$ cat config.mk
export PLATFORM = sky130hd
export DESIGN_NAME = sipo_deserializer
export DESIGN_NICKNAME = d
export VERILOG_FILES = /design/src/rtl/sipo_deserializer.sv
export SDC_FILE = /design/constraint.sdc
export NUM_CORES = 1
export LEC_CHECK = 0
export CAP_MARGIN = 20
export CORE_UTILIZATION = 46
export CTS_BUF_LIST = sky130_fd_sc_hd__clkbuf_4 sky130_fd_sc_hd__clkbuf_8
export CTS_CLUSTER_DIAMETER = 150
export DETAILED_ROUTE_END_ITERATION = 8
export PLACE_DENSITY = 0.75
export SYNTH_ARGS = -nofsm -noshare
export SYNTH_HDL_FRONTEND = slang
export SYNTH_SLANG_ARGS = --single-unit
$ cat constraint.sdc
create_clock -name clk -period 1.2 [get_ports clk]
set_input_delay 0.18 -clock clk [delete_from_list [all_inputs] [get_ports clk]]
set_output_delay 0.18 -clock clk [all_outputs]
set_load 0.05 [all_outputs]
$ cat src/rtl/sipo_deserializer.sv
// Serial-in parallel-out deserializer: LSB-first frames with optional even parity.
// Macro SIPO_PARITY_EN adds a trailing parity bit per frame and drives parity_err.
//
// Ports:
//   clk        rising-edge clock
//   rst        asynchronous active-low reset
//   si         serial data bit (LSB first)
//   si_valid   si carries a bit this cycle
//   sof        start of frame, qualified by si_valid
//   q          assembled parallel word
//   q_valid    q holds an unconsumed word
//   q_ready    consumer accepts q
//   busy       frame in progress
//   overrun    sticky: a completed frame was dropped
//   parity_err parity result of the word in q (0 when parity disabled)
module sipo_deserializer #(
  parameter int WIDTH = 4
) (
  input  logic             clk,
  input  logic             rst,
  input  logic             si,
  input  logic             si_valid,
  input  logic             sof,
  output logic [WIDTH-1:0] q,
  output logic             q_valid,
  input  logic             q_ready,
  output logic             busy,
  output logic             overrun,
  output logic             parity_err
);

  localparam int CW = $clog2(WIDTH + 1);

`ifdef SIPO_PARITY_EN
  typedef enum logic [1:0] {
    IDLE   = 2'd0,
    SHIFT  = 2'd1,
    PARITY = 2'd2
  } state_t;
`else
  typedef enum logic [1:0] {
    IDLE  = 2'd0,
    SHIFT = 2'd1
  } state_t;
`endif

  state_t state, nxt;

  logic [WIDTH-1:0] sr;
  logic [WIDTH-1:0] sr_nxt;
  logic [CW-1:0]    cnt;
  logic             start;
  logic             take;
  logic             last;
  logic             done;
  logic [WIDTH-1:0] word;
  logic             wpar;

  assign start = si_valid & sof;
  assign take  = si_valid & ~sof;
  assign last  = (cnt == CW'(WIDTH - 1));

  // Shift register holds zeros above the current bit position,
  // so OR-ing the new bit in at index cnt places bit k at q[k].
  assign sr_nxt = sr | (WIDTH'(si) << cnt);

`ifdef SIPO_PARITY_EN
  assign done = (state == PARITY) && take;
  assign word = sr;
  assign wpar = (^sr) ^ si;
`else
  assign done = (state == SHIFT) && take && last;
  assign word = sr_nxt;
  assign wpar = 1'b0;
`endif

  // State register
  always_ff @(posedge clk or negedge rst) begin
    if (!rst) begin
      state <= IDLE;
    end else begin
      state <= nxt;
    end
  end

  // Next-state logic
  always_comb begin
    nxt = state;
    unique case (state)
      IDLE: begin
        if (start) nxt = SHIFT;
      end
      SHIFT: begin
        if (start) begin
          nxt = SHIFT;
        end else if (take && last) begin
`ifdef SIPO_PARITY_EN
          nxt = PARITY;
`else
          nxt = IDLE;
`endif
        end
      end
`ifdef SIPO_PARITY_EN
      PARITY: begin
        if (start)     nxt = SHIFT;
        else if (take) nxt = IDLE;
      end
`endif
      default: nxt = IDLE;
    endcase
  end

  // Output logic
  always_comb begin
    busy = (state != IDLE);
  end

  // Shift register and bit counter
  always_ff @(posedge clk or negedge rst) begin
    if (!rst) begin
      sr  <= '0;
      cnt <= '0;
    end else if (start) begin
      sr  <= WIDTH'(si);
      cnt <= CW'(1);
    end else if (take && state != IDLE) begin
      if (done) begin
        sr  <= '0;
        cnt <= '0;
      end else if (state == SHIFT) begin
        sr  <= sr_nxt;
        cnt <= cnt + CW'(1);
      end
    end
  end

`ifdef SIPO_PARITY_EN
  logic perr;
  assign parity_err = perr;
`else
  assign parity_err = 1'b0;
`endif

  // Output register: a completed word is dropped only while the
  // previous one is still held and not being consumed this edge.
  always_ff @(posedge clk or negedge rst) begin
    if (!rst) begin
      q       <= '0;
      q_valid <= 1'b0;
      overrun <= 1'b0;
`ifdef SIPO_PARITY_EN
      perr    <= 1'b0;
`endif
    end else if (done) begin
      if (!q_valid || q_ready) begin
        q       <= word;
        q_valid <= 1'b1;
`ifdef SIPO_PARITY_EN
        perr    <= wpar;
`endif
      end else begin
        overrun <= 1'b1;
      end
    end else if (q_valid && q_ready) begin
      q_valid <= 1'b0;
    end
  end

`ifndef SIPO_PARITY_EN
  logic unused_wpar;
  assign unused_wpar = wpar;
`endif

endmodule

# ---- After elaboration in Yosys (flattened, before gate mapping)
# Index checks and enable logic that the tools add are counted.
dict set report classes {
  add_sub_neg 1
  eq_ne 5
  shifts 1
  muxes 15
  n_bitwise 5
  n_reduce_logical 17
}
# cell count
set op_table {}
lappend op_table {{4-bit 2-to-1 mux} 4}
lappend op_table {{3-bit 2-to-1 mux} 4}
lappend op_table {{2-bit AND reduction} 5}
lappend op_table {{2-bit 2-to-1 mux} 3}
lappend op_table {{2-bit nonzero test} 3}
lappend op_table {{1-bit logical AND} 5}
lappend op_table {{4-bit OR} 1}
lappend op_table {{2-bit one-hot mux with 2 select lines} 1}
lappend op_table {{1-bit by 3-bit << shifter with 4-bit output} 1}
lappend op_table {{3-bit by 1-bit adder with 3-bit output (second input constant)} 1}
lappend op_table {{3-bit by 2-bit == test with 1-bit output (second input constant)} 1}
lappend op_table {{1-bit 2-to-1 mux} 3}
lappend op_table {{3-bit inequality test (second input constant)} 1}
lappend op_table {{3-bit nonzero test} 1}
lappend op_table {{1-bit bitwise AND} 2}
lappend op_table {{2-bit by 1-bit == test with 1-bit output (second input constant)} 1}
lappend op_table {{2-bit zero test} 1}
lappend op_table {{2-bit by 1-bit inequality test with 1-bit output (second input constant)} 1}
lappend op_table {{2-bit inequality test (second input constant)} 1}
lappend op_table {{1-bit inverter} 2}
lappend op_table {{1-bit zero test} 1}
lappend op_table {{1-bit logical OR} 1}
dict set report totals {
  regBits 15
  input_bits 6
  out_inout_bits 8
  word_cells 50
}

# ---- Longest topological paths before layout
dict set report logic_depth {
  word_depth 7
  depth_mapped 4
  depth_no_buf 4
}

# ---- Worst setup path after synthesis
# OpenSTA, ideal clock, no wires.
dict set report synth_path {
  kind {flip-flop to flip-flop}
  startpoint {reg state[0]}
  endpoint {reg q[0]}
  setup_ps 79
  t_arrival_ps 1346
  t_required_ps 1121
  slack_ps -225
  path_stages_with_launch 4
  path_buffers 0
  period_less_slack_ps 1425
  path_cell_list {dfrtp_1 > nand3b_4 > nor3_4 > mux2i_1}
}
dict set report synth_via {
  elab_chain_len 4
}
# element line_no
set synth_rtl {}
lappend synth_rtl {{start, declared} 47} ;# state_t state, nxt;
lappend synth_rtl {{start signal, assigned} 82} ;# state <= nxt;
lappend synth_rtl {{2-bit by 1-bit == test with 1-bit output} 72} ;# assign done = (state == SHIFT) && take && last;
lappend synth_rtl {{1-bit logical AND (2 in a row)} 72}
lappend synth_rtl {{2-bit AND reduction (no line)} -}
lappend synth_rtl {{end signal, assigned} 157} ;# q <= word;
lappend synth_rtl {{end, declared} 24} ;# output logic [WIDTH-1:0] q,
# No other way between the ends.
# A chain may end at the register's enable or synchronous reset.

# ---- Final worst setup path
dict set report layout_path {
  startpoint {reg cnt[1]}
  endpoint {reg q[2]}
}
dict set report layout_via {
  elab_chain_len 3
}
# element line_no
set layout_rtl {}
lappend layout_rtl {{start, declared} 51} ;# logic [CW-1:0] cnt;
lappend layout_rtl {{start signal, assigned} 133} ;# cnt <= cnt + CW'(1);
lappend layout_rtl {{3-bit by 2-bit == test with 1-bit output} 61} ;# assign last = (cnt == CW'(WIDTH - 1));
lappend layout_rtl {{1-bit logical AND} 72}
lappend layout_rtl {{2-bit AND reduction (no line)} -}
# Several ways; a longest one is shown, not always the timed one.

==> impl_metrics.py <==
metrics = {
    "placement": {
        "dp_hpwl_um": 944,
        "placedCellCount": 94,
        "numPortBuffers": 12,
        "place_congestion": 0.764,
        "place_area_sq_um": 935,
    },
    "clock_tree": {
        "cts_made_buffers": 3,
        "cts_root_buf": "clkbuf_4",
        "tritoncts": "built",
        "cts_buffer_depth": 2,
        "clk_pin_slew_ns": 0.08,
        "numClockSinks": 14,
        "ctsHoldBuffers": 0,
        "htree_levels": 1,
        "clkLatencyLatePin_ns": 0.28,
    },
    "cells_and_area": {
        "stdcell_count": 98,
        "drive_above_1_share_pct": 39.8,
        "n_antenna_cell": 0,
        "final_area_sq_um": 988,
        "fillCellCount": 87,
        "fin_nets": 92,
        "syn2layout_area_growth_pct": 51.3,
    },
    "synthesis": {
        "synth_fp_nets": 66,
        "synth_top_area_share_pct": 53.6,
        "synth_seq_cells": 14,
        "synth-edff-count": 0,
        "syn_area_per_cell_sq_um": 11.1,
        "yosysWarnings": 0,
        "syn-cell-area_sq_um": 653,
        "synthTopCellsByCount": "14 x dfrtp_1, 6 x nand2_1, 5 x a21oi_1, 5 x inv_1",
        "synth_area_leader_cell": "dfrtp_1",
        "synth_ff_type": "dfrtp_1",
        "seq_area_frac_synth_pct": 53.6,
        "synth_cells": 59,
        "yosys-top-cells-area": "dfrtp_1 54%, mux2i_1 6.1%, a21oi_1 3.8%",
        "async_flop_share_pct": 100,
        "yosysUniqueCellTypes": 26,
        "synth.most_common_cell": "dfrtp_1",
    },
    "timing": {
        "period_share_pct": 101,
        "fin_tns_setup_ns": -0.00844,
        "fin_skew_ns": 0.00374,
        "rsz0062_at_grt": "true",
        "min_period_ns": 1.21,
        "max_freq_mhz": 828,
        "fin_ws_ns": -0.00844,
        "final_hold_viol_count": 0,
        "finalSetupViolCount": 1,
        "maxSlewViolCount": 0,
    },
    "critical_path": {
        "path_max_fanout": 4,
        "rr_startpoint": "cnt[1]$_DFFE_PN0P_",
        "worst_ep_arrival_time_ns": 1.41,
        "endpoint": "q[2]$_DFFE_PN0P_",
        "r2r-end": "q[2]$_DFFE_PN0P_",
        "cp-end-kind": "flip-flop",
        "cp-start-kind": "flip-flop",
        "reg2reg_depth": 4,
        "worstPathRequired_ns": 1.40,
        "startpoint": "cnt[1]$_DFFE_PN0P_",
        "path_class": "reg2reg",
        "regToRegSetupSlack_ns": -0.008,
    },
    "detailed_routing": {
        "vias": 494,
        "route.detailed.drc": 0,
        "first_pass_iters": 4,
        "viasPerCell": 5.04,
        "ant_nets": 0,
        "routedWlPerCell_um": 13.2,
        "wl_mm": 1.30,
        "drtIter0Drc": 7,
    },
    "floorplanning": {
        "die-area_sq_um": 1570,
        "die_w_um": 39.7,
        "core_sq_um": 1320,
        "die_y_um": 39.7,
        "io_pins": 14,
        "initial_core_util_pct": 49.6,
        "rows": 13,
    },
    "run": {
        "maxCapViolCount": 0,
    },
    "power_and_ir_drop": {
        "intPower_w": 0.00136,
        "power_switching_w": 0.000939,
        "combPwrFrac_pct": 54.4,
        "p_leak_nw": 0.456,
        "p_seq_share_pct": 34.0,
        "clockPowerShare_pct": 11.6,
        "power_density_nw_per_um2": 2320,
        "ir_drop_mv": 1.50,
        "netSwitchingFraction_pct": 40.9,
    },
    "outcome": {
        "violations": "negative setup slack",
        "run_status": "finished, violations left",
    },
    "grt": {
        "grt_pass1_vias": 431,
        "grt_usage_pct": 19.9,
        "grt_antenna_before_repair": 0,
        "grt_overflow": 0,
        "grt_pass1_wl_mm": 1.92,
        "grt_max_degree": 15,
    },
    "hold_path": {
        "hp-class": "in2async",
    },
}
==> cell usage in the layout (no fill, tap or decap), drive strengths merged <==
cell type	count
a21boi	1
a21oi	5
nand2	6
nor2b	1
a32o	1
mux2i	4
ha	1
clkdlybuf4s50	5
clkbuf	3
a21o	2
and2	1
nor2	1
nor3	1
nor3b	1
nand2b	1
and3b	2
o21ai	5
or2	1
conb	1
dfrtp	14
a211oi	1
a22oi	1
nand3b	1
inv	5
nand3	1
buf	17
==> metrics by stage <==
stage | hold slack (ns) | power (W) | worst slack, ns | util (%)
after floorplan | -0.116 | 0.00135 | -0.0235 | -
after global placement | 0.468 | 0.00195 | -0.229 | 70.9
after detailed placement | 0.474 | 0.00197 | -0.259 | 70.9
after CTS | 0.186 | 0.00230 | -0.0332 | 74.4
after global routing | 0.198 | 0.00243 | -0.0966 | 75.0
final | 0.191 | 0.00230 | -0.00844 | 75.0
==> power by group through the flow <==
stage,logic (W),clock network (W),registers (W)
floorplan,0.000309,0,0.00104
global placement,0.00118,0,0.000776
detailed placement,0.00119,0,0.000779
CTS,0.00124,0.000278,0.000781
global route,0.00133,0.000301,0.000799
finish,0.00125,0.000267,0.000781
==> worst min-delay path by stage <==
stage,from,end,slack [ns]
2_1_floorplan,rst,cnt[0]$_DFFE_PN0P_,-0.12
4_1_cts,rst,cnt[1]$_DFFE_PN0P_,0.19
6_report,rst,cnt[1]$_DFFE_PN0P_,0.19
3_5_place_dp,sr[1]$_DFFE_PN0P_,sr[1]$_DFFE_PN0P_,0.47
3_3_place_gp,sr[1]$_DFFE_PN0P_,sr[1]$_DFFE_PN0P_,0.47
5_1_grt,rst,cnt[1]$_DFFE_PN0P_,0.20
==> cells by family (layout without fill, tap and decap cells) <==
kind of cell               count (synthesis)  in the layout  share of synthesized area, %
adders and majority gates                  1              1                          1.92
other                                      1              1                         0.574
muxes                                      4              4                          6.13
buffers and inverters                      6             30                          4.02
AOI/OAI and AO/OA                         16             16                          15.5
DFF                                       14             14                          53.6
and+or+nand+nor                           17             17                          18.2
==> what timing repair did <==
action                                  4_1_cts  5_1_grt
cloned                                        0        0
gates resized for setup                       2        5
endpoints found under the setup margin        6        8
setup buffers                                 1        0
hold endpoints to repair                      0        0
pin swaps                                     2        3
==> registers in the layout, summed over array words and instances (netlist names) <==
signal	count
sr	4
state	1
cnt	3
q_valid	1
q	4
overrun	1
==> cell type report <==
cell class	instances	area (sq um)	share of cell area [%]
flip-flops and latches	14	353	35.7
multi-input cells	39	310	31.4
repair buffers	22	265	26.8
clock buffers	3	22.5	2.28
inverters	5	18.8	1.90
well taps	15	18.8	1.90
==> layer usage <==
layer  global-route usage [%]  part of all wire, %  vias to the layer above
met2                     30.7                   46                       11
met4                     7.76                  1.5                        0
met5                        0                    0                        -
li1                         -                    -                      252
met1                     24.2                   47                      229
met3                     8.52                  5.5                        2
==> critical path, cell delays in order (launching register included) <==
cell	delay, ns
dfrtp_1	0.39
ha_4	0.17
nand2b_4	0.07
nor3_4	0.27
mux2i_1	0.23
(Power assumes the default switching activity.)
